--- src/rtl/network_sweep_ctrl.sv ---
// rtl/network_sweep_ctrl.sv - sweep sequencer: issues network steps, filters results, hands updates downstream
module network_sweep_ctrl #(
    parameter int NEURON_ID_WIDTH = 8,
    parameter int TEN_DATA_WIDTH  = 2,
    parameter int ITER_WIDTH      = 16
) (
    input  logic                                      clk,
    input  logic                                      reset,
    input  logic                                      start,
    input  logic                                      abort,
    input  logic [ITER_WIDTH-1:0]                     num_iter,
    input  logic [NEURON_ID_WIDTH:0]                  num_active,
    output logic                                      en_network,
    output logic                                      top_en_network,
    output logic [3:0]                                bits_in_active_neuron,
    input  logic                                      networkDone,
    input  logic [TEN_DATA_WIDTH+NEURON_ID_WIDTH-1:0] spike_out,
    output logic                                      upd_valid,
    input  logic                                      upd_ready,
    output logic [NEURON_ID_WIDTH-1:0]                upd_id,
    output logic [TEN_DATA_WIDTH-1:0]                 upd_spike,
    output logic                                      busy,
    output logic                                      done,
    output logic                                      cfg_err,
    output logic [ITER_WIDTH-1:0]                     iter_count,
    output logic [ITER_WIDTH-1:0]                     skip_count
);

    localparam int unsigned MAX_ACTIVE = 1 << NEURON_ID_WIDTH;

    typedef enum logic [2:0] {
        S_IDLE,
        S_ISSUE,
        S_WAIT,
        S_OUT,
        S_FINISH
    } state_t;

    state_t                       state_q;
    state_t                       state_d;
    logic [NEURON_ID_WIDTH:0]     active_q;
    logic [ITER_WIDTH-1:0]        iter_lim_q;
    logic [ITER_WIDTH-1:0]        iter_q;
    logic [ITER_WIDTH-1:0]        skip_q;
    logic [3:0]                   bits_q;
    logic [NEURON_ID_WIDTH-1:0]   id_q;
    logic [TEN_DATA_WIDTH-1:0]    spike_q;
    logic                         cfg_err_q;
    logic [NEURON_ID_WIDTH-1:0]   net_id;
    logic                         net_skip;
    logic                         cfg_ok;
    logic                         last_upd;

    // ceil(log2(n)) clamped to 3..8: the LFSR width the network needs to cover n neurons
    function automatic logic [3:0] range_bits(input logic [NEURON_ID_WIDTH:0] n);
        int c;
        c = 0;
        for (int i = 0; i <= NEURON_ID_WIDTH; i++) begin
            if ((32'd1 << i) < 32'(n)) c = i + 1;
        end
        if (c < 3) c = 3;
        if (c > 8) c = 8;
        return 4'(c);
    endfunction

    assign net_id   = spike_out[NEURON_ID_WIDTH-1:0];
    assign net_skip = {1'b0, net_id} >= active_q;
    assign cfg_ok   = (num_active != '0) && (32'(num_active) <= MAX_ACTIVE);
    assign last_upd = (iter_q + ITER_WIDTH'(1)) == iter_lim_q;

    always_ff @(posedge clk) begin
        if (reset) state_q <= S_IDLE;
        else       state_q <= state_d;
    end

    always_comb begin
        state_d        = state_q;
        en_network     = 1'b0;
        top_en_network = 1'b0;
        upd_valid      = 1'b0;
        busy           = 1'b1;
        done           = 1'b0;
        case (state_q)
            S_IDLE: begin
                busy = 1'b0;
                if (start && cfg_ok) state_d = (num_iter == '0) ? S_FINISH : S_ISSUE;
            end
            S_ISSUE: begin
                en_network     = 1'b1;
                top_en_network = 1'b1;
                state_d        = S_WAIT;
            end
            S_WAIT: begin
                top_en_network = 1'b1;
                if (networkDone) state_d = net_skip ? S_ISSUE : S_OUT;
            end
            S_OUT: begin
                upd_valid = 1'b1;
                if (upd_ready) state_d = last_upd ? S_FINISH : S_ISSUE;
            end
            S_FINISH: begin
                done    = !abort;
                state_d = S_IDLE;
            end
            default: state_d = S_IDLE;
        endcase
        // abort wins over any handshake seen in the same cycle
        if (abort && state_q != S_IDLE) state_d = S_IDLE;
    end

    always_ff @(posedge clk) begin
        if (reset) begin
            active_q   <= '0;
            iter_lim_q <= '0;
            iter_q     <= '0;
            skip_q     <= '0;
            bits_q     <= 4'd8;
            id_q       <= '0;
            spike_q    <= '0;
            cfg_err_q  <= 1'b0;
        end else begin
            cfg_err_q <= 1'b0;
            case (state_q)
                S_IDLE: begin
                    if (start) begin
                        if (cfg_ok) begin
                            active_q   <= num_active;
                            iter_lim_q <= num_iter;
                            bits_q     <= range_bits(num_active);
                            iter_q     <= '0;
                            skip_q     <= '0;
                        end else begin
                            cfg_err_q <= 1'b1;
                        end
                    end
                end
                S_WAIT: begin
                    if (!abort && networkDone) begin
                        id_q    <= net_id;
                        spike_q <= spike_out[TEN_DATA_WIDTH+NEURON_ID_WIDTH-1 -: TEN_DATA_WIDTH];
                        if (net_skip && skip_q != '1) skip_q <= skip_q + ITER_WIDTH'(1);
                    end
                end
                S_OUT: begin
                    if (!abort && upd_ready) iter_q <= iter_q + ITER_WIDTH'(1);
                end
                default: ;
            endcase
        end
    end

    assign bits_in_active_neuron = bits_q;
    assign upd_id                = id_q;
    assign upd_spike             = spike_q;
    assign cfg_err               = cfg_err_q;
    assign iter_count            = iter_q;
    assign skip_count            = skip_q;

endmodule

--- config.mk ---
export PLATFORM = sky130hd
export DESIGN_NAME = network_sweep_ctrl
export DESIGN_NICKNAME = d
export VERILOG_FILES = /design/src/rtl/network_sweep_ctrl.sv
export SDC_FILE = /design/constraint.sdc
export NUM_CORES = 1
export LEC_CHECK = 0
export ABC_CLOCK_PERIOD_IN_PS = 4100
export CORE_UTILIZATION = 50
export DETAILED_ROUTE_END_ITERATION = 10
export PLACE_DENSITY = 0.86
export SLEW_MARGIN = 20
export SYNTH_ARGS = -nofsm -noshare
export SYNTH_HDL_FRONTEND = slang
export SYNTH_SLANG_ARGS = --single-unit
--- constraint.sdc ---
create_clock -name clk -period 4.1 [get_ports clk]
set_clock_uncertainty 0.1 [all_clocks]
set_input_delay 1.23 -clock clk [delete_from_list [all_inputs] [get_ports clk]]
set_output_delay 1.23 -clock clk [all_outputs]
set_load 0.02 [all_outputs]
; After elaboration in Yosys (flattened, before gate mapping)
; Index checks and enable logic that the tools add are counted.
[classes]
add_sub_neg = 2
n_lt_le_gt_ge = 13
n_eq_ne = 14
n_mux = 39
n_bitwise = 2
reduce_logical = 21
[op_table]
columns = operator, n
row1 = $mux 32, 17
row2 = $mux 16, 5
row3 = $pmux 16 s2, 2
row4 = $add 16x1->16 const B, 2
row5 = $gt 32x5->1 const B, 1
row6 = $lt 32x3->1 const B, 1
row7 = $eq 16x16->1, 1
row8 = $logic_not 16->1, 1
row9 = $ne 16x16->1 const B, 1
row10 = $ne 2x2->1 const B, 8
row11 = $mux 3, 5
row12 = $pmux 3 s4, 1
row13 = $ge 8x9->1, 1
row14 = $le 9x9->1 const B, 1
row15 = $lt 1x9->1 const A, 1
row16 = $lt 2x9->1 const A, 1
row17 = $lt 3x9->1 const A, 1
row18 = $lt 4x9->1 const A, 1
row19 = $lt 5x9->1 const A, 1
row20 = $lt 6x9->1 const A, 1
row21 = $lt 7x9->1 const A, 1
row22 = $lt 8x9->1 const A, 1
row23 = $lt 9x9->1 const A, 1
row24 = $reduce_bool 9->1, 1
row25 = 18 further kinds, 34
[totals]
reg_bits = 75
in_bits = 41
word_cells = 100

; Longest topological paths before layout
; Gate-level depths: netlist of run 1.
[depth]
depth_word = 22
ltp_mapped = 9
ltp_nobuf = 8

; Worst setup path before layout of run 1
; No wires, ideal clock.
[synth_path]
path_type = input port to output port
start = input abort
end = output done
t_arrival_ns = 1.969
required_time_ns = 2.770
slack_ns = 0.801
cell_stages = 1
path_buffers = 0
cell_sequence = nor4b_1
[synth_via]
elab_chain_len = 2
[synth_lines]
columns = item, line_no
row1 = from (decl), 10  ; input logic abort,
row2 = $logic_not 1->1, 102  ; done = !abort;
row3 = $mux 1, 83  ; case (state_q)
row4 = to (decl), 23  ; output logic done,
; No other way between the ends.

; Worst setup path after layout of run 1
; Ends and elaborated chain as after synthesis.

==> results of run 1 <==
[layout make-up]
cell class | count | share of cell area
Clock buffer | 10 | 0.02378
Clock inverter | 6 | 0.01678
Inverter | 18 | 0.01259
Multi-Input combinational cell | 427 | 0.4601
Sequential cell | 75 | 0.2797
Tap cell | 102 | 0.02378
Timing Repair Buffer | 101 | 0.1832
[critical path, delay by kind of cell]
kind / cells / cell delay (ns)
simple gates: 1 / 0.28
buf+inv: 2 / 1.13
[per-stage QoR]
stage	utilization	total power [mW]
after detailed placement	0.6529	0.9938
after CTS	0.6805	1.614
after global placement	0.6529	0.9872
after global routing	0.6805	1.671
final	0.6805	1.609
after floorplan	-	0.9008
[state kept, by name, summed over array words and instances (netlist names)]
| register | flops |
|---|---|
| state_q | 3 |
| upd_spike | 2 |
| iter_lim_q | 16 |
| bits_in_active_neuron | 4 |
| iter_count | 16 |
| active_q | 9 |
| upd_id | 8 |
| skip_count | 16 |
| cfg_err | 1 |
[path summary, 6_finish.rpt]
kind,from,to,slack [ns],depth (start not counted)
max reg2reg,state_q[1],state_q[1],1.48,6
min reg2reg,upd_id[3],upd_id[3],0.36,2
min,upd_id[3],upd_id[3],0.36,2
max,abort,done,0.14,3
[logic make-up after synthesis]
| logic type | Yosys count | synth area share |
|---|---|---|
| AND/OR/NAND/NOR | 249 | 0.3070 |
| AO/OA/AOI/OAI | 148 | 0.2117 |
| flip-flops | 75 | 0.3594 |
| buffers and inverters | 49 | 0.04941 |
| XOR/XNOR | 18 | 0.03774 |
| adder cells (fa/ha/maj) | 10 | 0.02995 |
| multiplexers | 2 | 0.004792 |
[metal layers]
layer,GRT usage,part of all wire,wire [µm],up-vias
met5,0,0,0,-
met4,0.08846,0.016,184,0
met3,0.03821,0.068,778,22
met2,0.4430,0.47,5410,205
met1,0.3734,0.45,5129,2100
li1,-,-,-,2155
[placed cells by master (no fill, tap or decap), drive strengths merged, types with 4 or more instances in the layout]
master	instances
o211ai	5
nor3	15
nand3	18
inv	18
and3	4
nand4b	4
o31ai	9
buf	10
and2	6
ha	10
nand3b	6
a21oi	76
or4	11
nor2b	7
xnor2	15
nor2	39
or3	9
and4	8
clkbuf	10
nor4	9
nand4	13
clkdlybuf4s50	91
a2111oi	5
or2	5
o21ai	32
nand2	90
dfxtp	75
[where the power goes]
part	internal, mW	switching [mW]	total (mW)
clock	0.344	0.285	0.629
combinational	0.0976	0.120	0.218
sequential	0.746	0.0159	0.762
==> flow_metrics.env, run 1 <==
export IMPL_outcome="completed"
export IMPL_synth_area_leader_cell="sky130_fd_sc_hd__dfxtp_1"
export IMPL_average_wire_length_per_cell_after_detail_routing_um=15.57
export IMPL_number_of_synthesized_flops_with_an_enable_pin=0
export IMPL_n_fill_cell=634
export IMPL_leakage_component_of_the_power_nw=1.793
export IMPL_drt_drc_violations_left=0
export IMPL_postSynth_asyncResetShare=0
export IMPL_slew_worst_pin_ns=0.9104
export IMPL_cts_htree_levels=3
export IMPL_grt_start_max_net_pins=51
export IMPL_nNetsFinal=683
export IMPL_holdCritPathClass="reg2reg"
export IMPL_netlist_area_um2=4178
export IMPL_clock_sinks=75
export IMPL_via_count_of_the_first_global_routing_pass=4046
export IMPL_finalCriticalPeriod_ns=3.965
export IMPL_grt_pass1_wl_um=19100
export IMPL_drv_cap=0
export IMPL_pre_cts_ws_ns=0.1544
export IMPL_ys_ff_latch=75
export IMPL_syn_avg_cell_area_um2=7.582
export IMPL_design_die_area_um2=8725
export IMPL_ys_types=57
export IMPL_arrival_ns=2.63
export IMPL_finalSetupViolations=0
export IMPL_via_per_inst=6.065
export IMPL_horizontal_die_dimension_um=93.41
export IMPL_antenna_found_initial=0
export IMPL_hold_worst_slack_ns=0.3580
export IMPL_cts_repair_timing_setup_buffer_count=0
export IMPL_core_area_um2=7888
export IMPL_worst_ep_required_time_ns=2.77
export IMPL_post_route_cells_drive_above_1_share=0.05808
export IMPL_netlist_instances=551
export IMPL_area_growth_syn_to_layout_pct=28.48
export IMPL_gp_routability_congestion=0.9254
export IMPL_floorplan_initialDensity=0.5297
export IMPL_area_sequential_um2=1501
export IMPL_most_used_standard_cells_in_the_synthesized_netlist="90 x sky130_fd_sc_hd__nand2_1, 76 x sky130_fd_sc_hd__a21oi_1, 75 x sky130_fd_sc_hd__dfxtp_1"
export IMPL_synth_top_cells_by_area="sky130_fd_sc_hd__dfxtp_1 36%, sky130_fd_sc_hd__a21oi_1 9.1%, sky130_fd_sc_hd__nand2_1 8.1%, sky130_fd_sc_hd__o21ai_0 3.6%, sky130_fd_sc_hd__nor2_1 3.4%"
export IMPL_final_hold_violation_count=0
export IMPL_worst_slew_margin_rel=0.3909
export IMPL_num_io_pins=93
export IMPL_grt_util_all_layers=0.2733
export IMPL_synth_most_common_cell="sky130_fd_sc_hd__nand2_1"
export IMPL_slew_violations=0
export IMPL_via_count=4482
export IMPL_cp_start_kind="input port"
export IMPL_netlist_area_leader_share=0.3594
export IMPL_setup_total_negative_slack_ns=0
export IMPL_worst_skew_pair_late_latency_ns=0.35
export IMPL_unrepaired_setup_endpoints_after_global_routing="false"
export IMPL_cp_end_kind="primary output"
export IMPL_cts_tree="done"
export IMPL_finish_instance_area_um2=5368
export IMPL_detailed_place_area_um2=5150
export IMPL_area_occupied_by_multi_input_gates_um2=2470
export IMPL_numCtsBuffers=9
export IMPL_crit_path_max_incr_delay_ns=0.66
export IMPL_root_buffer_selected_by_cts="sky130_fd_sc_hd__clkbuf_8"
export IMPL_clockBufferDepth=2
export IMPL_detailedPlacementHpwl_um=8399
export IMPL_drt_antenna_violating_nets=0
export IMPL_ys_dominant_reg_cell="sky130_fd_sc_hd__dfxtp_1"
export IMPL_drtPass1Iterations=5
export IMPL_synth_yosys_seq_area_share=0.3594
export IMPL_timing_critical_path_cells="clkdlybuf4s50_1 -> nor4b_1 -> clkdlybuf4s50_1"
export IMPL_totalWireLength_um=11500
export IMPL_timing_critical_path_fanout_max=4
export IMPL_site_row_count=32
export IMPL_placement_io_buffers=92
export IMPL_drt_first_iter_violations=324
export IMPL_final_period_utilization=0.9670
export IMPL_peakVddDrop_mv=0.1858
export IMPL_clk_transition_reported_paths_ns=0.09
export IMPL_clock_fmax_mhz=252.2
export IMPL_overflow=0
export IMPL_antenna_diode_count=0
export IMPL_die_height_um=93.41
export IMPL_placed_cells_incl_taps=723
export IMPL_synth_net_count=602
export IMPL_pwr_density_cell_nw_per_um2=299.8
export IMPL_most_repeated_library_cell_on_the_critical_path="sky130_fd_sc_hd__clkdlybuf4s50_1"
export IMPL_cts_resized=0
export IMPL_final_cells=739
export IMPL_critPathKind="in2out"
export IMPL_cp_slowest_cell="sky130_fd_sc_hd__clkdlybuf4s50_1"
export IMPL_postCtsHoldBufs=0
export IMPL_ys_warnings_count=0
export IMPL_final_critical_path_setup_slack_ns=0.1352
No activity file was read; power rests on OpenSTA's default activity.
==> run 2, diff against run 1 <==
--- a/config.mk
+++ b/config.mk
@@ -5,10 +5,13 @@
 export SDC_FILE = /design/constraint.sdc
 export NUM_CORES = 1
 export LEC_CHECK = 0
+export ABC_AREA = 0
 export ABC_CLOCK_PERIOD_IN_PS = 4100
 export CORE_UTILIZATION = 50
 export DETAILED_ROUTE_END_ITERATION = 10
-export PLACE_DENSITY = 0.86
+export DONT_BUFFER_PORTS = 1
+export HOLD_SLACK_MARGIN = 0.02
+export PLACE_DENSITY = 0.72
 export SLEW_MARGIN = 20
 export SYNTH_ARGS = -nofsm -noshare
 export SYNTH_HDL_FRONTEND = slang
==> flow_metrics.env, run 2 (synthesized netlist as in run 1, its figures left out) <==
export IMPL_cts_resized=0
export IMPL_design_die_area_um2=8725
export IMPL_arrival_ns=3.38
export IMPL_detailedPlacementHpwl_um=7683
export IMPL_num_io_pins=93
export IMPL_worst_ep_required_time_ns=4.29
export IMPL_postCtsHoldBufs=0
export IMPL_antenna_found_initial=1
export IMPL_nNetsFinal=589
export IMPL_switching_share=0.2554
export IMPL_cts_htree_levels=3
export IMPL_crit_path_max_incr_delay_ns=0.55
export IMPL_drv_cap=0
export IMPL_timing_critical_path_fanout_max=27
export IMPL_totalWireLength_um=10720
export IMPL_cts_repair_timing_setup_buffer_count=0
export IMPL_cp_start_kind="input port"
export IMPL_slew_violations=0
export IMPL_worst_skew_pair_late_latency_ns=0.36
export IMPL_clk_transition_reported_paths_ns=0.08
export IMPL_peakVddDrop_mv=0.2174
export IMPL_finalSetupViolations=0
export IMPL_floorplan_initialDensity=0.5297
export IMPL_clock_sinks=75
export IMPL_via_count_of_the_first_global_routing_pass=3607
export IMPL_layout_core_utilization=0.5639
export IMPL_numCtsBuffers=9
export IMPL_horizontal_die_dimension_um=93.41
export IMPL_cts_tree="done"
export IMPL_via_count=3940
export IMPL_final_cell_mix="90 x sky130_fd_sc_hd__nand2_1, 76 x sky130_fd_sc_hd__a21oi_1, 75 x sky130_fd_sc_hd__dfxtp_1"
export IMPL_outcome="completed"
export IMPL_switchingPower_uw=398.1
export IMPL_setup_total_negative_slack_ns=0
export IMPL_power_share_combinational=0.088
export IMPL_clockBufferDepth=2
export IMPL_worst_slew_margin_rel=0.5429
export IMPL_overflow=0
export IMPL_fin_total_pwr_mw=1.559
export IMPL_hold_worst_slack_ns=0.3552
export IMPL_cp_end_kind="flop"
export IMPL_grt_pass1_wl_um=17420
export IMPL_placement_io_buffers=0
export IMPL_gp_routability_congestion=0.8589
export IMPL_share_seq_of_total_power=0.493
export IMPL_placed_cells_incl_taps=629
export IMPL_finish_instance_area_um2=4448
export IMPL_core_area_um2=7888
export IMPL_clock_fmax_mhz=313.5
export IMPL_final_hold_violation_count=0
export IMPL_drt_drc_violations_left=0
export IMPL_drt_first_iter_violations=261
export IMPL_timing_reg2reg_setup_slack_ns=1.21
export IMPL_final_cells=646
export IMPL_layout_commonest_cell="sky130_fd_sc_hd__nand2_1"
export IMPL_holdCritPathClass="reg2reg"
export IMPL_die_height_um=93.41
export IMPL_final_period_utilization=0.7780
export IMPL_area_growth_syn_to_layout_pct=6.469
export IMPL_grt_util_all_layers=0.2521
export IMPL_finalCriticalPeriod_ns=3.190
export IMPL_root_buffer_selected_by_cts="sky130_fd_sc_hd__clkbuf_8"
export IMPL_pre_cts_ws_ns=0.5831
export IMPL_area_sequential_um2=1501
export IMPL_drtPass1Iterations=5
export IMPL_critPathKind="in2reg"
export IMPL_final_critical_path_setup_slack_ns=0.9104
export IMPL_slew_worst_pin_ns=0.6683
export IMPL_area_occupied_by_multi_input_gates_um2=2470
export IMPL_detailed_place_area_um2=4219
export IMPL_average_wire_length_per_cell_after_detail_routing_um=16.59
export IMPL_unrepaired_setup_endpoints_after_global_routing="false"
export IMPL_post_route_cells_drive_above_1_share=0.06262
export IMPL_cp_slowest_cell="sky130_fd_sc_hd__or4_1"
export IMPL_grt_start_max_net_pins=62
export IMPL_p_clk_frac=0.419
export IMPL_drt_antenna_violating_nets=0
export IMPL_power_internal_mw=1.161
export IMPL_timing_critical_path_cells="nor3b_1 -> nand2_1 -> inv_1 -> o22ai_4 -> or4_1 -> a21oi_1"
export IMPL_via_per_inst=6.099
export IMPL_pwr_density_cell_nw_per_um2=350.4
export IMPL_leakage_component_of_the_power_nw=1.452
export IMPL_site_row_count=32
export IMPL_n_fill_cell=759
## run 2: power groups by stage
stage | logic [mW] | clock network [mW] | registers, mW
after floorplan | 0.122 | 0 | 0.778
after global placement | 0.131 | 0 | 0.785
after detailed placement | 0.136 | 0 | 0.786
after CTS | 0.137 | 0.654 | 0.769
after global routing | 0.154 | 0.690 | 0.772
final | 0.137 | 0.653 | 0.769
## run 2: path summary, 6_finish.rpt
kind,startpoint,end,depth (start not counted)
worst min-delay path,active_q[5],active_q[5],2
worst max-delay path,abort,skip_count[14],6
worst max register to register,iter_count[0],state_q[0],6
worst min register to register,active_q[5],active_q[5],2
## run 2: layer usage
metal | global-route usage | routed length [µm] | vias to the layer above
li1 | - | - | 1970
met1 | 0.3328 | 4783 | 1815
met2 | 0.3995 | 4964 | 143
met3 | 0.06992 | 801 | 12
met4 | 0.07564 | 170 | 0
met5 | 0 | 0 | -
## run 2: final cells by class
cell class / instances / area share
multi-input combinational: 427 / 0.5553
sequential: 75 / 0.3376
clock buffer: 11 / 0.03179
tap: 102 / 0.02869
clock inverter: 5 / 0.01913
inverter: 18 / 0.01519
timing repair buffer: 7 / 0.01181
antenna: 1 / 0.0005626
## run 2: critical path, delay by kind of cell
family / cells / cell delay [ns]
buffers and inverters: 1 / 0.42
AND/OR/NAND/NOR: 3 / 1.30
AO/OA/AOI/OAI: 2 / 0.41
